[src/rtl/mdio_responder_pkg.sv]
// -----------------------------------------------------------------------------
// mdio_pkg
// Shared constants and types for the Clause-22 MDIO responder.
// The frame layout is: preamble ones, ST (01), OP (2 bits), PHYAD (5 bits),
// REGAD (5 bits), TA (2 bits) and DATA (16 bits).
// -----------------------------------------------------------------------------
package mdio_pkg;

  localparam logic [1:0] OP_READ    = 2'b10;
  localparam logic [1:0] OP_WRITE   = 2'b01;
  localparam logic [1:0] ST_PATTERN = 2'b01;

  localparam int PHYAD_W   = 5;
  localparam int REGAD_W   = 5;
  localparam int DATA_W    = 16;
  localparam int BIT_CNT_W = 5;

  typedef logic [BIT_CNT_W-1:0] bit_cnt_t;

  // Last counter value of each counted phase.
  localparam bit_cnt_t OP_LAST    = 5'd1;
  localparam bit_cnt_t FIELD_LAST = 5'd4;
  localparam bit_cnt_t TA_LAST    = 5'd1;
  localparam bit_cnt_t WR_LAST    = 5'd15;
  localparam bit_cnt_t RD_LAST    = 5'd16;
  localparam bit_cnt_t SKIP_LAST  = 5'd17;

  typedef enum logic [2:0] {
    PREAMBLE = 3'd0,
    ST2      = 3'd1,
    OP       = 3'd2,
    PHYAD    = 3'd3,
    REGAD    = 3'd4,
    TA       = 3'd5,
    DATA     = 3'd6,
    SKIP     = 3'd7
  } mdio_state_t;

  // Only the two Clause-22 opcodes are accepted; 00 and 11 abandon the frame.
  function automatic logic op_valid(input logic [1:0] op);
    return (op == OP_READ) || (op == OP_WRITE);
  endfunction

endpackage

[src/rtl/mdio_responder_if.sv]
// -----------------------------------------------------------------------------
// mdio_responder_if
// Groups the MDIO line signals and the local register-access bus.
//   mdc, mdio_i         : from the external station-management master
//   mdio_o, mdio_oe     : drive value / enable for the top-level tristate
//   reg_addr            : REGAD of the current frame
//   reg_rd_en           : one-cycle read strobe
//   reg_rd_data         : read data, valid one cycle after reg_rd_en
//   reg_wr_en           : one-cycle write strobe
//   reg_wr_data         : write data, held after the strobe
//   busy                : frame in progress (ST seen, not yet finished)
// slave  : the responder side.
// master : the environment side (MDIO master plus register file).
// -----------------------------------------------------------------------------
interface mdio_responder_if;

  logic        mdc;
  logic        mdio_i;
  logic        mdio_o;
  logic        mdio_oe;
  logic [4:0]  reg_addr;
  logic        reg_rd_en;
  logic [15:0] reg_rd_data;
  logic        reg_wr_en;
  logic [15:0] reg_wr_data;
  logic        busy;

  modport slave (
    input  mdc, mdio_i, reg_rd_data,
    output mdio_o, mdio_oe, reg_addr, reg_rd_en, reg_wr_en, reg_wr_data, busy
  );

  modport master (
    output mdc, mdio_i, reg_rd_data,
    input  mdio_o, mdio_oe, reg_addr, reg_rd_en, reg_wr_en, reg_wr_data, busy
  );

endinterface

[src/rtl/mdio_responder_mdc_edge_sync.sv]
// -----------------------------------------------------------------------------
// mdc_edge_sync
// Brings MDC and MDIO into the local clock domain through two flip-flops each
// and produces a one-cycle pulse when the synchronised MDC goes 0->1.
//   i_clock, i_reset : local clock, synchronous active-high reset
//   i_mdc, i_mdio    : asynchronous MDC / MDIO line inputs
//   o_mdc_rise       : one-cycle MDC rising-edge pulse
//   o_mdio           : synchronised MDIO, aligned with o_mdc_rise
// -----------------------------------------------------------------------------
module mdc_edge_sync (
  input  logic i_clock,
  input  logic i_reset,
  input  logic i_mdc,
  input  logic i_mdio,
  output logic o_mdc_rise,
  output logic o_mdio
);

  logic r_mdc_meta;
  logic r_mdc_sync;
  logic r_mdc_prev;
  logic r_mdio_meta;
  logic r_mdio_sync;

  // Two-stage synchronisers plus the delayed MDC copy for edge detection.
  always_ff @(posedge i_clock) begin
    if (i_reset) begin
      r_mdc_meta  <= 1'b0;
      r_mdc_sync  <= 1'b0;
      r_mdc_prev  <= 1'b0;
      r_mdio_meta <= 1'b1;  // idle line level (pull-up)
      r_mdio_sync <= 1'b1;
    end else begin
      r_mdc_meta  <= i_mdc;
      r_mdc_sync  <= r_mdc_meta;
      r_mdc_prev  <= r_mdc_sync;
      r_mdio_meta <= i_mdio;
      r_mdio_sync <= r_mdio_meta;
    end
  end

  // MDIO passes through the same depth as MDC, so the bit sampled on the
  // rise pulse is the one the master set up before raising MDC.
  assign o_mdc_rise = r_mdc_sync & ~r_mdc_prev;
  assign o_mdio     = r_mdio_sync;

endmodule

[src/rtl/mdio_responder.sv]
// -----------------------------------------------------------------------------
// mdio_responder
// Clause-22 MDIO target. Oversamples MDC/MDIO, decodes read and write frames
// addressed to PHY_ADDR and turns them into single-cycle register strobes.
// Read data is shifted back on MDIO; the top level builds the tristate from
// mdio_o/mdio_oe.
//   clock  : local clock, at least 4x the MDC frequency
//   reset  : synchronous active-high reset
//   bus    : mdio_responder_if.slave (MDIO line + register access bus)
// Parameters:
//   PHY_ADDR      : PHY address answered by this responder
//   PREAMBLE_BITS : consecutive ones required before ST (0 = suppression)
// -----------------------------------------------------------------------------
module mdio_responder
  import mdio_pkg::*;
#(
  parameter logic [4:0] PHY_ADDR      = 5'd1,
  parameter int         PREAMBLE_BITS = 32
) (
  input  logic               clock,
  input  logic               reset,
  mdio_responder_if.slave    bus
);

  localparam int PRE_W = (PREAMBLE_BITS < 2) ? 1 : $clog2(PREAMBLE_BITS + 1);
  localparam logic [PRE_W-1:0] PRE_MAX  = PRE_W'(PREAMBLE_BITS);
  localparam logic             PRE_NONE = (PREAMBLE_BITS == 0);

  logic w_mdc_rise;
  logic w_mdio;
  logic w_pre_done;

  // FSM state and counters
  mdio_state_t          r_state;
  mdio_state_t          w_state_nxt;
  logic [PRE_W-1:0]     r_pre_cnt;
  logic [PRE_W-1:0]     w_pre_cnt_nxt;
  bit_cnt_t             r_bit_cnt;
  bit_cnt_t             w_bit_cnt_nxt;

  // Frame datapath and registered outputs
  logic                 r_op_msb,   w_op_msb_nxt;
  logic                 r_is_read,  w_is_read_nxt;
  logic [PHYAD_W-1:0]   r_phyad,    w_phyad_nxt;
  logic [REGAD_W-1:0]   r_regad,    w_regad_nxt;
  logic [DATA_W-1:0]    r_shift,    w_shift_nxt;
  logic                 r_rd_latch, w_rd_latch_nxt;
  logic                 r_mdio_o,   w_mdio_o_nxt;
  logic                 r_mdio_oe,  w_mdio_oe_nxt;
  logic [REGAD_W-1:0]   r_reg_addr, w_reg_addr_nxt;
  logic                 r_rd_en,    w_rd_en_nxt;
  logic                 r_wr_en,    w_wr_en_nxt;
  logic [DATA_W-1:0]    r_wr_data,  w_wr_data_nxt;
  logic                 r_busy,     w_busy_nxt;

  mdc_edge_sync u_sync (
    .i_clock    (clock),
    .i_reset    (reset),
    .i_mdc      (bus.mdc),
    .i_mdio     (bus.mdio_i),
    .o_mdc_rise (w_mdc_rise),
    .o_mdio     (w_mdio)
  );

  // With suppression enabled any 0 seen while idle is taken as ST.
  assign w_pre_done = PRE_NONE | (r_pre_cnt == PRE_MAX);

  // State register and bit/preamble counters.
  always_ff @(posedge clock) begin
    if (reset) begin
      r_state   <= PREAMBLE;
      r_pre_cnt <= '0;
      r_bit_cnt <= '0;
    end else begin
      r_state   <= w_state_nxt;
      r_pre_cnt <= w_pre_cnt_nxt;
      r_bit_cnt <= w_bit_cnt_nxt;
    end
  end

  // Next-state logic; everything advances only on an MDC rising edge.
  always_comb begin
    w_state_nxt   = r_state;
    w_pre_cnt_nxt = r_pre_cnt;
    w_bit_cnt_nxt = r_bit_cnt;
    if (w_mdc_rise) begin
      case (r_state)
        PREAMBLE: begin
          if (w_mdio == ST_PATTERN[1]) begin
            // A 0 either starts ST or breaks an incomplete preamble.
            w_pre_cnt_nxt = '0;
            if (w_pre_done) begin
              w_state_nxt = ST2;
            end else begin
              w_state_nxt = PREAMBLE;
            end
          end else if (!w_pre_done) begin
            w_pre_cnt_nxt = r_pre_cnt + PRE_W'(1);
          end else begin
            w_pre_cnt_nxt = r_pre_cnt;
          end
        end
        ST2: begin
          w_bit_cnt_nxt = '0;
          if (w_mdio == ST_PATTERN[0]) begin
            w_state_nxt = OP;
          end else begin
            w_state_nxt = PREAMBLE;
          end
        end
        OP: begin
          if (r_bit_cnt != OP_LAST) begin
            w_bit_cnt_nxt = r_bit_cnt + 5'd1;
          end else begin
            w_bit_cnt_nxt = '0;
            if (op_valid({r_op_msb, w_mdio})) begin
              w_state_nxt = PHYAD;
            end else begin
              w_state_nxt = PREAMBLE;
            end
          end
        end
        PHYAD: begin
          if (r_bit_cnt == FIELD_LAST) begin
            w_bit_cnt_nxt = '0;
            w_state_nxt   = REGAD;
          end else begin
            w_bit_cnt_nxt = r_bit_cnt + 5'd1;
          end
        end
        REGAD: begin
          if (r_bit_cnt == FIELD_LAST) begin
            w_bit_cnt_nxt = '0;
            if (r_phyad == PHY_ADDR) begin
              w_state_nxt = TA;
            end else begin
              w_state_nxt = SKIP;
            end
          end else begin
            w_bit_cnt_nxt = r_bit_cnt + 5'd1;
          end
        end
        TA: begin
          // A read leaves TA after the first bit: the responder owns the
          // second TA bit and drives it from the DATA phase timing.
          if (r_is_read || (r_bit_cnt == TA_LAST)) begin
            w_bit_cnt_nxt = '0;
            w_state_nxt   = DATA;
          end else begin
            w_bit_cnt_nxt = r_bit_cnt + 5'd1;
          end
        end
        DATA: begin
          if ((r_is_read && (r_bit_cnt == RD_LAST)) ||
              (!r_is_read && (r_bit_cnt == WR_LAST))) begin
            w_bit_cnt_nxt = '0;
            w_state_nxt   = PREAMBLE;
          end else begin
            w_bit_cnt_nxt = r_bit_cnt + 5'd1;
          end
        end
        SKIP: begin
          if (r_bit_cnt == SKIP_LAST) begin
            w_bit_cnt_nxt = '0;
            w_state_nxt   = PREAMBLE;
          end else begin
            w_bit_cnt_nxt = r_bit_cnt + 5'd1;
          end
        end
        default: begin
          w_state_nxt   = PREAMBLE;
          w_pre_cnt_nxt = '0;
          w_bit_cnt_nxt = '0;
        end
      endcase
    end else begin
      w_state_nxt   = r_state;
      w_pre_cnt_nxt = r_pre_cnt;
      w_bit_cnt_nxt = r_bit_cnt;
    end
  end

  // Output/datapath next values: strobes, shift register and MDIO drive.
  always_comb begin
    w_op_msb_nxt   = r_op_msb;
    w_is_read_nxt  = r_is_read;
    w_phyad_nxt    = r_phyad;
    w_regad_nxt    = r_regad;
    w_shift_nxt    = r_shift;
    w_mdio_o_nxt   = r_mdio_o;
    w_mdio_oe_nxt  = r_mdio_oe;
    w_reg_addr_nxt = r_reg_addr;
    w_wr_data_nxt  = r_wr_data;
    w_busy_nxt     = r_busy;
    w_rd_en_nxt    = 1'b0;
    w_wr_en_nxt    = 1'b0;
    // Read data is valid the cycle after the strobe; capture it then.
    w_rd_latch_nxt = r_rd_en;
    if (r_rd_latch) begin
      w_shift_nxt = bus.reg_rd_data;
    end else begin
      w_shift_nxt = r_shift;
    end
    if (w_mdc_rise) begin
      case (r_state)
        PREAMBLE: begin
          w_busy_nxt = 1'b0;
        end
        ST2: begin
          if (w_mdio == ST_PATTERN[0]) begin
            w_busy_nxt = 1'b1;
          end else begin
            w_busy_nxt = 1'b0;
          end
        end
        OP: begin
          w_op_msb_nxt = w_mdio;
          if (r_bit_cnt == OP_LAST) begin
            w_is_read_nxt = ({r_op_msb, w_mdio} == OP_READ);
            if (op_valid({r_op_msb, w_mdio})) begin
              w_busy_nxt = 1'b1;
            end else begin
              w_busy_nxt = 1'b0;
            end
          end else begin
            w_is_read_nxt = r_is_read;
          end
        end
        PHYAD: begin
          w_phyad_nxt = {r_phyad[PHYAD_W-2:0], w_mdio};
        end
        REGAD: begin
          w_regad_nxt = {r_regad[REGAD_W-2:0], w_mdio};
          if (r_bit_cnt == FIELD_LAST) begin
            w_reg_addr_nxt = {r_regad[REGAD_W-2:0], w_mdio};
            if ((r_phyad == PHY_ADDR) && r_is_read) begin
              w_rd_en_nxt = 1'b1;
            end else begin
              w_rd_en_nxt = 1'b0;
            end
          end else begin
            w_reg_addr_nxt = r_reg_addr;
          end
        end
        TA: begin
          // Master has released the line after TA1; drive the TA2 zero.
          if (r_is_read) begin
            w_mdio_oe_nxt = 1'b1;
            w_mdio_o_nxt  = 1'b0;
          end else begin
            w_mdio_oe_nxt = 1'b0;
          end
        end
        DATA: begin
          if (r_is_read) begin
            if (r_bit_cnt == RD_LAST) begin
              w_mdio_oe_nxt = 1'b0;
              w_mdio_o_nxt  = 1'b0;
              w_busy_nxt    = 1'b0;
            end else begin
              w_mdio_o_nxt = r_shift[DATA_W-1];
              w_shift_nxt  = {r_shift[DATA_W-2:0], 1'b0};
            end
          end else begin
            w_shift_nxt = {r_shift[DATA_W-2:0], w_mdio};
            if (r_bit_cnt == WR_LAST) begin
              w_wr_data_nxt = {r_shift[DATA_W-2:0], w_mdio};
              w_wr_en_nxt   = 1'b1;
              w_busy_nxt    = 1'b0;
            end else begin
              w_wr_en_nxt = 1'b0;
            end
          end
        end
        SKIP: begin
          if (r_bit_cnt == SKIP_LAST) begin
            w_busy_nxt = 1'b0;
          end else begin
            w_busy_nxt = r_busy;
          end
        end
        default: begin
          w_mdio_oe_nxt = 1'b0;
          w_mdio_o_nxt  = 1'b0;
          w_busy_nxt    = 1'b0;
        end
      endcase
    end else begin
      w_busy_nxt = r_busy;
    end
  end

  // Datapath and output registers.
  always_ff @(posedge clock) begin
    if (reset) begin
      r_op_msb   <= 1'b0;
      r_is_read  <= 1'b0;
      r_phyad    <= '0;
      r_regad    <= '0;
      r_shift    <= '0;
      r_rd_latch <= 1'b0;
      r_mdio_o   <= 1'b0;
      r_mdio_oe  <= 1'b0;
      r_reg_addr <= '0;
      r_rd_en    <= 1'b0;
      r_wr_en    <= 1'b0;
      r_wr_data  <= '0;
      r_busy     <= 1'b0;
    end else begin
      r_op_msb   <= w_op_msb_nxt;
      r_is_read  <= w_is_read_nxt;
      r_phyad    <= w_phyad_nxt;
      r_regad    <= w_regad_nxt;
      r_shift    <= w_shift_nxt;
      r_rd_latch <= w_rd_latch_nxt;
      r_mdio_o   <= w_mdio_o_nxt;
      r_mdio_oe  <= w_mdio_oe_nxt;
      r_reg_addr <= w_reg_addr_nxt;
      r_rd_en    <= w_rd_en_nxt;
      r_wr_en    <= w_wr_en_nxt;
      r_wr_data  <= w_wr_data_nxt;
      r_busy     <= w_busy_nxt;
    end
  end

  assign bus.mdio_o      = r_mdio_o;
  assign bus.mdio_oe     = r_mdio_oe;
  assign bus.reg_addr    = r_reg_addr;
  assign bus.reg_rd_en   = r_rd_en;
  assign bus.reg_wr_en   = r_wr_en;
  assign bus.reg_wr_data = r_wr_data;
  assign bus.busy        = r_busy;

endmodule

[src/flat_wrapper.sv]
// flat-port wrapper written by rule: the top's interface ports become plain ports
module mdio_responder_flat import mdio_pkg::*;
#(
  parameter logic [4:0] PHY_ADDR      = 5'd1,
  parameter int         PREAMBLE_BITS = 32
)
  (clock, reset, bus_mdc, bus_mdio_i, bus_reg_rd_data, bus_mdio_o, bus_mdio_oe, bus_reg_addr, bus_reg_rd_en, bus_reg_wr_en, bus_reg_wr_data, bus_busy);
  mdio_responder_if bus_i ();
  input  logic clock;
  input  logic reset;
  input wire logic [$bits(bus_i.mdc)-1:0] bus_mdc;
  input wire logic [$bits(bus_i.mdio_i)-1:0] bus_mdio_i;
  input wire logic [$bits(bus_i.reg_rd_data)-1:0] bus_reg_rd_data;
  output wire logic [$bits(bus_i.mdio_o)-1:0] bus_mdio_o;
  output wire logic [$bits(bus_i.mdio_oe)-1:0] bus_mdio_oe;
  output wire logic [$bits(bus_i.reg_addr)-1:0] bus_reg_addr;
  output wire logic [$bits(bus_i.reg_rd_en)-1:0] bus_reg_rd_en;
  output wire logic [$bits(bus_i.reg_wr_en)-1:0] bus_reg_wr_en;
  output wire logic [$bits(bus_i.reg_wr_data)-1:0] bus_reg_wr_data;
  output wire logic [$bits(bus_i.busy)-1:0] bus_busy;
  assign bus_i.mdc = bus_mdc;
  assign bus_i.mdio_i = bus_mdio_i;
  assign bus_i.reg_rd_data = bus_reg_rd_data;
  assign bus_mdio_o = bus_i.mdio_o;
  assign bus_mdio_oe = bus_i.mdio_oe;
  assign bus_reg_addr = bus_i.reg_addr;
  assign bus_reg_rd_en = bus_i.reg_rd_en;
  assign bus_reg_wr_en = bus_i.reg_wr_en;
  assign bus_reg_wr_data = bus_i.reg_wr_data;
  assign bus_busy = bus_i.busy;
  mdio_responder #(.PHY_ADDR(PHY_ADDR), .PREAMBLE_BITS(PREAMBLE_BITS)) u_core (.clock(clock), .reset(reset), .bus(bus_i));
endmodule
[config.mk]
export PLATFORM = sky130hd
export DESIGN_NAME = mdio_responder_flat
export DESIGN_NICKNAME = d
export VERILOG_FILES = /design/src/rtl/mdio_responder_pkg.sv /design/src/rtl/mdio_responder_if.sv /design/src/rtl/mdio_responder_mdc_edge_sync.sv /design/src/rtl/mdio_responder.sv /design/src/flat_wrapper.sv
export SDC_FILE = /design/constraint.sdc
export NUM_CORES = 1
export LEC_CHECK = 0
export CORE_ASPECT_RATIO = 0.75
export CORE_MARGIN = 2
export CORE_UTILIZATION = 45
export CTS_CLUSTER_SIZE = 20
export DETAILED_ROUTE_END_ITERATION = 10
export DONT_BUFFER_PORTS = 1
export PLACE_DENSITY = 0.64
export SYNTH_ARGS = -nofsm -noshare
export SYNTH_HDL_FRONTEND = slang
export SYNTH_SLANG_ARGS = --single-unit
[constraint.sdc]
create_clock -name clock -period 3.4 [get_ports clock]
set_input_delay 0.34 -clock clock [delete_from_list [all_inputs] [get_ports clock]]
set_output_delay 0.34 -clock clock [all_outputs]
set_load 0.005 [all_outputs]
Yosys cells after proc, flatten, opt, wreduce, memory -nomap -nowiden

Index checks and enable logic that the tools add are counted.

Input bits: 20
Word-level logic and storage cells: 129
Register bits after elaboration: 73
Output and inout port bits: 26

Equality and inequality tests: 31
Add/sub/neg operators: 2
Reductions and logical operators: 26
Multiplexer cells: 42
Bitwise gates (word level): 7

Operator list:

| cell                                                   | count |
|---|---|
| two-way mux 16 bit                                     | 5 |
| one-hot mux 5 bit (6 select lines)                     | 1 |
| two-way mux 5 bit                                      | 5 |
| one-hot mux 3 bit (8 select lines)                     | 1 |
| two-way mux 3 bit                                      | 7 |
| inequality test 2 x 1 -> 1 bit (second input constant) | 9 |
| two-way mux 1 bit                                      | 15 |
| equality test 3 bit (second input constant)            | 4 |
| two-way mux 6 bit                                      | 2 |
| AND reduction 4 bit                                    | 3 |
| equality test 5 x 1 -> 1 bit (second input constant)   | 2 |
| equality test 5 bit (second input constant)            | 2 |
| AND reduction 3 bit                                    | 3 |
| AND reduction 2 bit                                    | 4 |
| AND reduction 8 bit                                    | 1 |
| OR reduction 4 bit                                     | 2 |
| adder 6 x 1 -> 6 bit (second input constant)           | 1 |
| equality test 3 x 2 -> 1 bit (second input constant)   | 2 |
| equality test 6 bit (second input constant)            | 1 |
| two-way mux 2 bit                                      | 3 |
| inequality test 2 bit (second input constant)          | 3 |
| inverter 1 bit                                         | 6 |
| AND reduction 6 bit                                    | 1 |
| nonzero test 6 bit                                     | 1 |
| other kinds (19)                                       | 24 |

Longest topological paths before layout

Gate-level depths: netlist (run 1).

Word-level depth: 5
Mapped depth: 8
Gate-level depth less buffers: 8

Hierarchy

From an unflattened synthesis (run 1), not the netlist that was laid out.

Cells, all modules: 378
Area total of the unflattened synthesis: 3318.2 µm²

Modules (own cells, without submodules):

| module         | cells an instance | seq. area each (µm²) | instances | area an instance (µm²) |
|---|---|---|---|---|
| mdio_responder | 367               | 1361.3               | 1         | 3173.0 |
| mdc_edge_sync  | 11                | 100.1                | 1         | 145.1 |

Least setup slack after synthesis (run 1)

No wires, ideal clock.

Kind: reg2reg
Start: register u_core.r_bit_cnt[0]
End: register u_core.r_state[1]
Period minus slack after synthesis: 2.157 ns
Cell stages (with the launch flop): 7
Path buffers: 0
Data arrival time: 2.086 ns
Data required time: 3.329 ns
Slack: 1.243 ns
Library setup time: 0.071 ns
Path through: dfxtp_1 ha_1 or4b_4 a22o_2 a311o_1 or3_1 a21oi_1

Cells in the longest elaborated chain, start to end: 5
Elaborated cells between the ends (all ways): 17
Classes of those cells: 12 x eq/ne; 5 x reduce/logical

RTL lines:

| what                                                                       | RTL line                                     | source |
|---|---|---|
| start: declaration                                                         | mdio_responder.sv:38                         | `bit_cnt_t r_bit_cnt;` |
| start signal: assignment                                                   | mdio_responder.sv:77                         | `r_bit_cnt <= w_bit_cnt_nxt;` |
| equality test 5 bit / equality test 5 x 4 -> 1 bit (equally long branches) | mdio_responder.sv:154, mdio_responder.sv:155 |  |
| logical AND 1 bit (on tied branches)                                       | mdio_responder.sv:154, mdio_responder.sv:155 |  |
| logical OR 1 bit                                                           | mdio_responder.sv:154                        | `if ((r_is_read && (r_bit_cnt == RD_LAST)) \|\|` |
| inequality test 2 x 1 -> 1 bit (no line)                                   | n/a                                          |  |
| AND reduction 8 bit (no line) *                                            | n/a                                          |  |
| end signal: assignment                                                     | mdio_responder.sv:75                         | `r_state <= w_state_nxt;` |
| end: declaration                                                           | mdio_responder.sv:34                         | `mdio_state_t r_state;` |

Mark *: on every way between the ends. The rest lies on a longest branch, timed or not.
A chain may end at the register's enable or synchronous reset.

Final worst setup path (run 1)

Start: register u_core.r_bit_cnt[0]
End: register u_core.r_state[0]

The elaborated chain is that of the path after synthesis.

==> results of run 1 <==
## power groups by stage
| stage | clock (W) | sequential, W | combinational [W] |
|---|---|---|---|
| 2_1_floorplan | 0 | 0.000884 | 0.0000447 |
| 3_3_place_gp | 0 | 0.000890 | 0.0000392 |
| 3_5_place_dp | 0 | 0.000890 | 0.0000392 |
| 4_1_cts | 0.000718 | 0.000870 | 0.0000395 |
| 5_1_grt | 0.000754 | 0.000872 | 0.0000442 |
| 6_report | 0.000700 | 0.000871 | 0.0000398 |
## cell type report
class	count	share of cell area, %
Tap cell	98	3.47
Inverter	12	1.27
Multi-Input combinational cell	254	47.3
Clock buffer	10	3.89
Clock inverter	6	1.88
Timing Repair Buffer	4	0.850
Sequential cell	73	41.3
## path summary, 6_finish.rpt
check                       startpoint                        to  slack, ns  cells after the start
max                u_core.r_bit_cnt[0]         u_core.r_state[0]       1.08                      7
min                              reset  u_core.u_sync.r_mdc_sync       0.06                      1
max reg2reg        u_core.r_bit_cnt[0]         u_core.r_state[0]       1.08                      7
min reg2reg  u_core.u_sync.r_mdio_meta      u_core.u_sync.o_mdio       0.45                      1
## cell usage after synthesis, types with 3 or more instances
cell      number  share of area (%)
nor3_1         5               0.77
ha_1           7                2.7
nand2_1       19                2.2
or3_1          3               0.58
dfxtp_1       73                 45
xor2_1         3               0.81
nor4_1         5               0.96
a211oi_1      15                3.5
or2_2          3               0.58
clkbuf_1      19                2.2
nor2b_1        7                1.3
inv_1         12                1.4
nand3_1        7                1.1
nand2b_1       4               0.77
nor2_1        62                7.2
mux2i_1       47                 14
nand4_1        6                1.2
a21oi_1       15                2.3
buf_2          3               0.46
o21ai_0       14                2.2
## per-stage QoR
stage,util [%],worst slack [ns],cell area (µm²),total power (W)
floorplan,-,1.24,3250,0.000929
global placement,48.3,1.15,3330,0.000930
detailed placement,48.3,1.08,3330,0.000930
CTS,51.3,1.07,3530,0.00163
global route,51.3,0.927,3530,0.00167
finish,51.3,1.08,3530,0.00161
## sequential cells by signal, summed over array words and instances (netlist names), 3 cells and up
register	cells
u_core.bus.reg_addr	5
u_core.bus.reg_wr_data	16
u_core.r_bit_cnt	5
u_core.r_phyad	5
u_core.r_pre_cnt	6
u_core.r_regad	4
u_core.r_shift	16
u_core.r_state	3
## logic make-up after synthesis
| group | count (synthesis) |
|---|---|
| simple gates | 139 |
| flops | 73 |
| compound gates | 57 |
| mux | 48 |
| buf+inv | 34 |
| fa+ha+maj | 7 |
| xor+xnor | 3 |
## per-layer routing
layer	global-route usage [%]	routed length, µm	up-vias
li1	-	-	1260
met1	27.5	3540	1155
met2	24.7	2790	61
met3	7.75	535	6
met4	6.93	63	0
met5	0	0	-
==> impl_metrics.tcl, run 1 <==
set metrics [dict create \
    grt_pass1_wl_um 11600 \
    slew_headroom_pct 41.9 \
    clkTransAtPathRegs_ns 0.08 \
    critPathKind "reg2reg" \
    p_sw_share_pct 23.3 \
    multiInputGateArea_um2 1670 \
    cts_tree "built" \
    grt_max_degree 73 \
    power_frac_clock_pct 43.5 \
    fill_cells 672 \
    clock-skew-final_ns 0.00932 \
    power_density_nw_per_um2 456 \
    worst_pin_slew_ns 0.865 \
    yosysSeqAreaShare_pct 44.9 \
    p_switching_w 0.000375 \
    end_kind "flip-flop" \
    drc_errors 0 \
    die_w_um 102 \
    synth-compound-area-share_pct 11.3 \
    synth_edf_count 0 \
    ys_ff_latch 73 \
    synth_top_family_by_area "simple AND/OR/NAND/NOR gates" \
    maxCapViolCount 0 \
    firstDrtPassIters 4 \
    slowest_delay_ns 0.69 \
    synth_nets 388 \
    syn_to_final_growth_pct 8.61 \
    p_leak_nw 1.28 \
    p_int_w 0.00124 \
    yosys.area_share.adder_pct 2.69 \
    netlist_area_um2 3250 \
    startpoint_type "flip-flop" \
    htreeDepth 3 \
    rsz0062_at_grt "no" \
    antenna_found_initial 0 \
    path_max_fanout 6 \
    die_area_um2 7930 \
    fin_crit_sh_pct 68.3 \
    holdBufCountCts 0 \
    syn_avg_cell_area_um2 9.01 \
    muxShareOfSynthArea_pct 14.8 \
    finalMaxSlewViolations 0 \
    die_y_um 77.6 \
    insertion_delay_ns 0.36 \
    root_buffer "clkbuf_8" \
    cp_slowest_cell "or4bb_2" \
    clock.fmax_mhz 430 \
    synthSimpleGateAreaFrac_pct 21.5 \
    sequentialPowerShare_pct 54.1 \
    diodes 0 \
    initial_utilization_pct 47.2 \
    num_rows 26 \
    clkSinkCount 73 \
    num_io_pins 46 \
    grt_pass1_vias 2313 \
    status "finished, final reports clean" \
    globalplace.congestion 0.880 \
    wl_per_cell_um 15.2 \
    crit_required_ns 3.68 \
    power_frac_comb_pct 2.5 \
    yosys_warnings 0 \
    synth-xor-area-share_pct 0.807 \
    gr-total-overflow 0 \
    final_cell_mix "dfxtp_1 (73), nor2_1 (62), mux2i_1 (47), nand2_1 (19)" \
    via_per_inst 5.43 \
    final_common_cell "dfxtp_1" \
    finalCriticalPeriod_ns 2.32 \
    core_um2 6900 \
    tns_ns 0 \
    drt_iter0_markers 110 \
    final_nets 381 \
    drt_wl_total_um 6930 \
    synth_flop_cell "dfxtp_1" \
    place_inst 441 \
    cts-resized-gates 0 \
    port_buffers 0 \
    syn-instance-count 361 \
    setup_viol 0 \
    crit_path_cell_trace "inv_1, ha_1, or4bb_2, o2111ai_1, a31oi_1, or3_1, o31ai_1" \
    drtAntennaViolNets 0 \
    cp.arrival_ns 2.60 \
    drive_above_1_share_pct 8.91 \
    cts_made_buffers 9 \
    fin_cells 457 \
    min_path_type "in2reg" \
    final-seq-area_um2 1460 \
    ys_types 47 \
    vias 2482 \
    peakVddDrop_uv 335 \
    fin_hold_ws_ns 0.0551 \
    synthArstFlopShare_pct 0 \
    finalHoldViolCount 0 \
    grtUsageTotal_pct 18.9 \
    hpwl_um 4750 \
    critPathTopFamily "simple AND/OR/NAND/NOR gates" \
    path_buf_inv 1 \
    post_cts_buffers 0 \
    cts.path.max_buffers 2 \
]
Power figures use the tool's default switching activity.
==> run 2: changes to the inputs <==
- clock period: 3.4 -> 2.2 ns (I/O delays scaled with it)
==> run 2 against run 1 <==
Via count grew 2.1%. Sequential cell count is the same. Critical endpoint is now u_core.r_state[1]. Clock power increased by 31%. Setup slack got worse by 1.0 ns. Critical path depth unchanged. Clock-buffer cell count did not move. Largest cell class unchanged.
==> impl_metrics.tcl, run 2 (same netlist as run 1, synthesis figures left out) <==
set metrics [dict create \
    status "finished, final reports clean" \
    drt_iter0_markers 139 \
    min_from "reset" \
    grt_pass1_wl_um 11400 \
    crit_path_cell_trace "inv_2, ha_2, or4b_4, a22o_4, a311o_1, or3_1, a21oi_2" \
    min_path_type "in2reg" \
    path_buf_inv 1 \
    core_um2 6900 \
    globalplace.congestion 0.908 \
    busiest_layer "met1" \
    cp.arrival_ns 2.44 \
    maxCapViolCount 0 \
    place_inst 455 \
    clock.fmax_mhz 463 \
    path_max_fanout 4 \
    fin_cells 474 \
    worstSetupPathDepth 7 \
    cts_tree "built" \
    startpoint_type "flip-flop" \
    initial_utilization_pct 47.2 \
    grtUsageMet3_pct 6.76 \
    finalHoldViolCount 0 \
    rsz0062_at_grt "yes" \
    use_met2_pct 24.5 \
    timing.rr.end "u_core.r_state[1]" \
    cp_slowest_cell "or4b_4" \
    finalCriticalPeriod_ns 2.16 \
    power_density_nw_per_um2 634 \
    grt_use_met1_pct 27.4 \
    gr-total-overflow 0 \
    clkSinkCount 73 \
    r2r_start "u_core.r_bit_cnt[1]" \
    p_leak_nw 1.36 \
    clock-skew-final_ns 0.0124 \
    cp-endpoint "u_core.r_state[1]" \
    drtAntennaViolNets 0 \
    via_per_inst 5.34 \
    critPathTopFamily "simple AND/OR/NAND/NOR gates" \
    wl_per_cell_um 14.8 \
    critPathKind "reg2reg" \
    grtUsageTotal_pct 18.5 \
    num_rows 26 \
    syn_to_final_growth_pct 14.7 \
    drt_wl_total_um 7020 \
    diodes 0 \
    grt_pass1_vias 2297 \
    root_buffer "clkbuf_8" \
    drc_errors 0 \
    slowest_delay_ns 0.47 \
    critPathLaunch "u_core.r_bit_cnt[1]" \
    end_kind "flip-flop" \
    htreeDepth 3 \
    die_area_um2 7930 \
    port_buffers 0 \
    die_y_um 77.6 \
    vias 2533 \
    clkTransAtPathRegs_ns 0.08 \
    peakVddDrop_uv 262 \
    firstDrtPassIters 4 \
    insertion_delay_ns 0.35 \
    cts.path.max_buffers 2 \
    antenna_found_initial 0 \
    final_cell_mix "dfxtp_1 (71), nor2_1 (62), mux2i_1 (47), nand2_1 (19), buf_4 (17)" \
    grt_max_degree 65 \
    final_common_cell "dfxtp_1" \
    slew_headroom_pct 61.1 \
    r2r_slack_ns 0.04 \
    cts_made_buffers 9 \
    crit_required_ns 2.48 \
    setup_viol 0 \
    finalMaxSlewViolations 0 \
    final_util_pct 54.1 \
    die_w_um 102 \
    fin_crit_sh_pct 98.2 \
    worst_pin_slew_ns 0.582 \
    drive_above_1_share_pct 14.1 \
    hpwl_um 4700 \
    final_nets 400 \
    num_io_pins 46 \
    rr_worst_depth 7 \
]
-- run 2: timing repair --
item	4_1_cts	5_1_grt
hold buffers	3	1
setup endpoints to repair	4	7
buffers inserted	0	1
endpoints found under the hold margin	64	1
pin swaps	1	4
gates resized for setup	1	9
-- run 2: worst min-delay path by stage --
stage	end	slack, ns	cells past startpoint
3_5_place_dp	u_core.u_sync.r_mdc_meta	0.30	1
2_1_floorplan	u_core.u_sync.r_mdio_meta	0.32	1
6_report	u_core.r_pre_cnt[3]	0.08	2
3_3_place_gp	u_core.bus.reg_wr_data[3]	0.30	1
4_1_cts	u_core.u_sync.o_mdio	0.009	1
5_1_grt	u_core.r_pre_cnt[5]	0.07	2
-- run 2: through the flow --
step / instance area [µm²] / worst slack, ns / hold slack [ns] / power (W) / setup TNS [ns]
finish: 3730 / 0.0393 / 0.0798 / 0.00237 / 0
detailed placement: 3460 / -0.0389 / 0.302 / 0.00144 / -0.129
CTS: 3680 / 0.00948 / 0.00907 / 0.00239 / 0
floorplan: 3250 / 0.0434 / 0.324 / 0.00144 / 0
global route: 3730 / -0.0252 / 0.0721 / 0.00247 / -0.0365
global placement: 3460 / 0.0661 / 0.301 / 0.00144 / 0
-- run 2: per-layer routing --
| layer | vias up | routed length [µm] | part of all wire, % |
|---|---|---|---|
| li1 | 1295 | - | - |
| met3 | 11 | 523 | 7.5 |
| met4 | 0 | 97 | 1.4 |
| met2 | 71 | 2840 | 40 |
| met5 | - | 0 | 0 |
| met1 | 1156 | 3560 | 51 |
-- run 2: power by group --
part	internal [W]	total (W)	switching [W]
registers	0.00133	0.00134	0.0000139
clock network	0.000429	0.000918	0.000489
logic	0.0000419	0.000105	0.0000631
total	0.00180	0.00237	0.000566
-- run 2: worst register-to-register path: cells and delay by family, from the launching register on --
kind                     cells  cell delay [ns]
AO/OA/AOI/OAI                3             0.72
buffers and inverters        1             0.05
AND/OR/NAND/NOR              2             0.84
adder cells (fa/ha/maj)      1             0.17
flip-flops                   1             0.32
-- run 2: final cells by class --
cell class              instances  area [µm²]
fillers                       655        3160
repair buffers                 23         225
clock inverters                 4        31.3
flip-flops and latches         73        1460
well taps                      98         123
clock buffers                  10         138
inverters                      12        45.0
multi-input cells             254        1710
==> run 3: changes to the inputs <==
- CORE_ASPECT_RATIO: 0.75 -> 1.5
==> run 3 against run 2 <==
Die area is essentially flat. Largest power group unchanged. Via count grew 3.3%. Register-to-register slack is essentially flat. Largest cell class unchanged.
==> impl_metrics.tcl, run 3 (same netlist as run 1, synthesis figures left out) <==
set metrics [dict create \
    status "finished, final reports clean" \
    root_buffer "clkbuf_8" \
    globalplace.congestion 0.908 \
    min_path_type "in2reg" \
    num_io_pins 46 \
    cp.arrival_ns 2.45 \
    syn_to_final_growth_pct 15.7 \
    antenna_found_initial 0 \
    drt_iter0_markers 96 \
    power_w 0.00241 \
    setup_viol 0 \
    drtAntennaViolNets 0 \
    wl_per_cell_um 15.5 \
    startpoint_type "flip-flop" \
    cts.path.max_buffers 2 \
    diodes 0 \
    port_buffers 0 \
    cp_slowest_cell "or4b_4" \
    insertion_delay_ns 0.34 \
    drive_above_1_share_pct 15.0 \
    final_common_cell "dfxtp_1" \
    grt_pass1_vias 2516 \
    cts_tree "built" \
    drc_errors 0 \
    fin_crit_sh_pct 98.5 \
    grtUsageTotal_pct 18.7 \
    core_um2 7130 \
    cts_made_buffers 9 \
    finalMaxSlewViolations 0 \
    clkTransAtPathRegs_ns 0.07 \
    num_rows 38 \
    fin_cells 459 \
    path_buf_inv 1 \
    critPathKind "reg2reg" \
    crit_path_cell_trace "inv_2, ha_4, or4b_4, a22o_4, a311o_1, or3_1, a21oi_2" \
    maxCapViolCount 0 \
    end_kind "flip-flop" \
    critPathTopFamily "simple AND/OR/NAND/NOR gates" \
    die_area_um2 7940 \
    die_w_um 73.4 \
    gr-total-overflow 0 \
    peakVddDrop_uv 374 \
    power_density_nw_per_um2 641 \
    slowest_delay_ns 0.46 \
    drt_wl_total_um 7120 \
    crit_required_ns 2.48 \
    grt_pass1_wl_um 11500 \
    path_max_fanout 4 \
    worst_pin_slew_ns 0.546 \
    via_per_inst 5.70 \
    finalCriticalPeriod_ns 2.17 \
    hpwl_um 4780 \
    firstDrtPassIters 4 \
    initial_utilization_pct 45.6 \
    place_inst 438 \
    grt_max_degree 66 \
    final_nets 402 \
    clock.fmax_mhz 462 \
    htreeDepth 3 \
    slew_headroom_pct 63.5 \
    clock-skew-final_ns 0.00672 \
    die_y_um 108 \
    finalHoldViolCount 0 \
    vias 2616 \
    p_leak_nw 1.39 \
    final_cell_mix "dfxtp_1 (71), nor2_1 (62), mux2i_1 (47), buf_4 (20), nand2_1 (19)" \
    clkSinkCount 73 \
]
-- run 3: metrics by stage --
step | setup WS [ns] | util (%) | hold slack, ns | area, µm² | setup TNS (ns)
6_report | 0.0337 | 52.8 | 0.0699 | 3760 | 0
2_1_floorplan | 0.0434 | - | 0.324 | 3250 | 0
3_3_place_gp | 0.0702 | 48.3 | 0.299 | 3450 | 0
3_5_place_dp | 0.0133 | 48.3 | 0.300 | 3450 | 0
4_1_cts | 0.0413 | 51.7 | 0.0575 | 3690 | 0
5_1_grt | -0.00970 | 52.8 | 0.0685 | 3760 | -0.00970
-- run 3: path summary, 6_finish.rpt --
path	from	end	slack (ns)	cells after the start
worst min register to register	u_core.u_sync.r_mdio_meta	u_core.u_sync.o_mdio	0.42	1
worst max register to register	u_core.r_bit_cnt[1]	u_core.r_state[1]	0.03	7
worst max-delay path	u_core.r_bit_cnt[1]	u_core.r_state[1]	0.03	7
worst min-delay path	reset	u_core.r_pre_cnt[5]	0.07	2
-- run 3: power breakdown --
part	internal [W]	switching [W]	total, W
registers	0.00133	0.0000113	0.00134
logic	0.0000423	0.0000648	0.000107
clock network	0.000494	0.000471	0.000966
-- run 3: routing by layer --
metal | share of wire (%) | vias to the layer above | track usage [%]
met5 | 0 | - | 0
met1 | 40 | 1232 | 20.1
li1 | - | 1293 | -
met2 | 52 | 73 | 32.2
met3 | 5.8 | 18 | 6.24
met4 | 2.7 | 0 | 9.48
-- run 3: layout make-up --
type | count | area, µm²
Multi-Input combinational cell | 254 | 1740
Sequential cell | 73 | 1460
Clock inverter | 2 | 12.5
Timing Repair Buffer | 25 | 238
Inverter | 12 | 45.0
Clock buffer | 13 | 169
Tap cell | 80 | 100
Fill cell | 671 | 3370
-- run 3: worst register-to-register path: cells and delay by family (launching register included) --
kind,cells,cell delay [ns]
and+or+nand+nor,2,0.86
AOI/OAI and AO/OA,3,0.71
DFF,1,0.33
adders and majority gates,1,0.12
buffers and inverters,1,0.07
-- run 3: repair_timing --
item,4_1_cts,5_1_grt
hold endpoints to repair,65,0
hold buffers,3,0
endpoints found under the setup margin,2,8
resized for setup,2,12
pin swaps,1,4
setup buffers,0,3
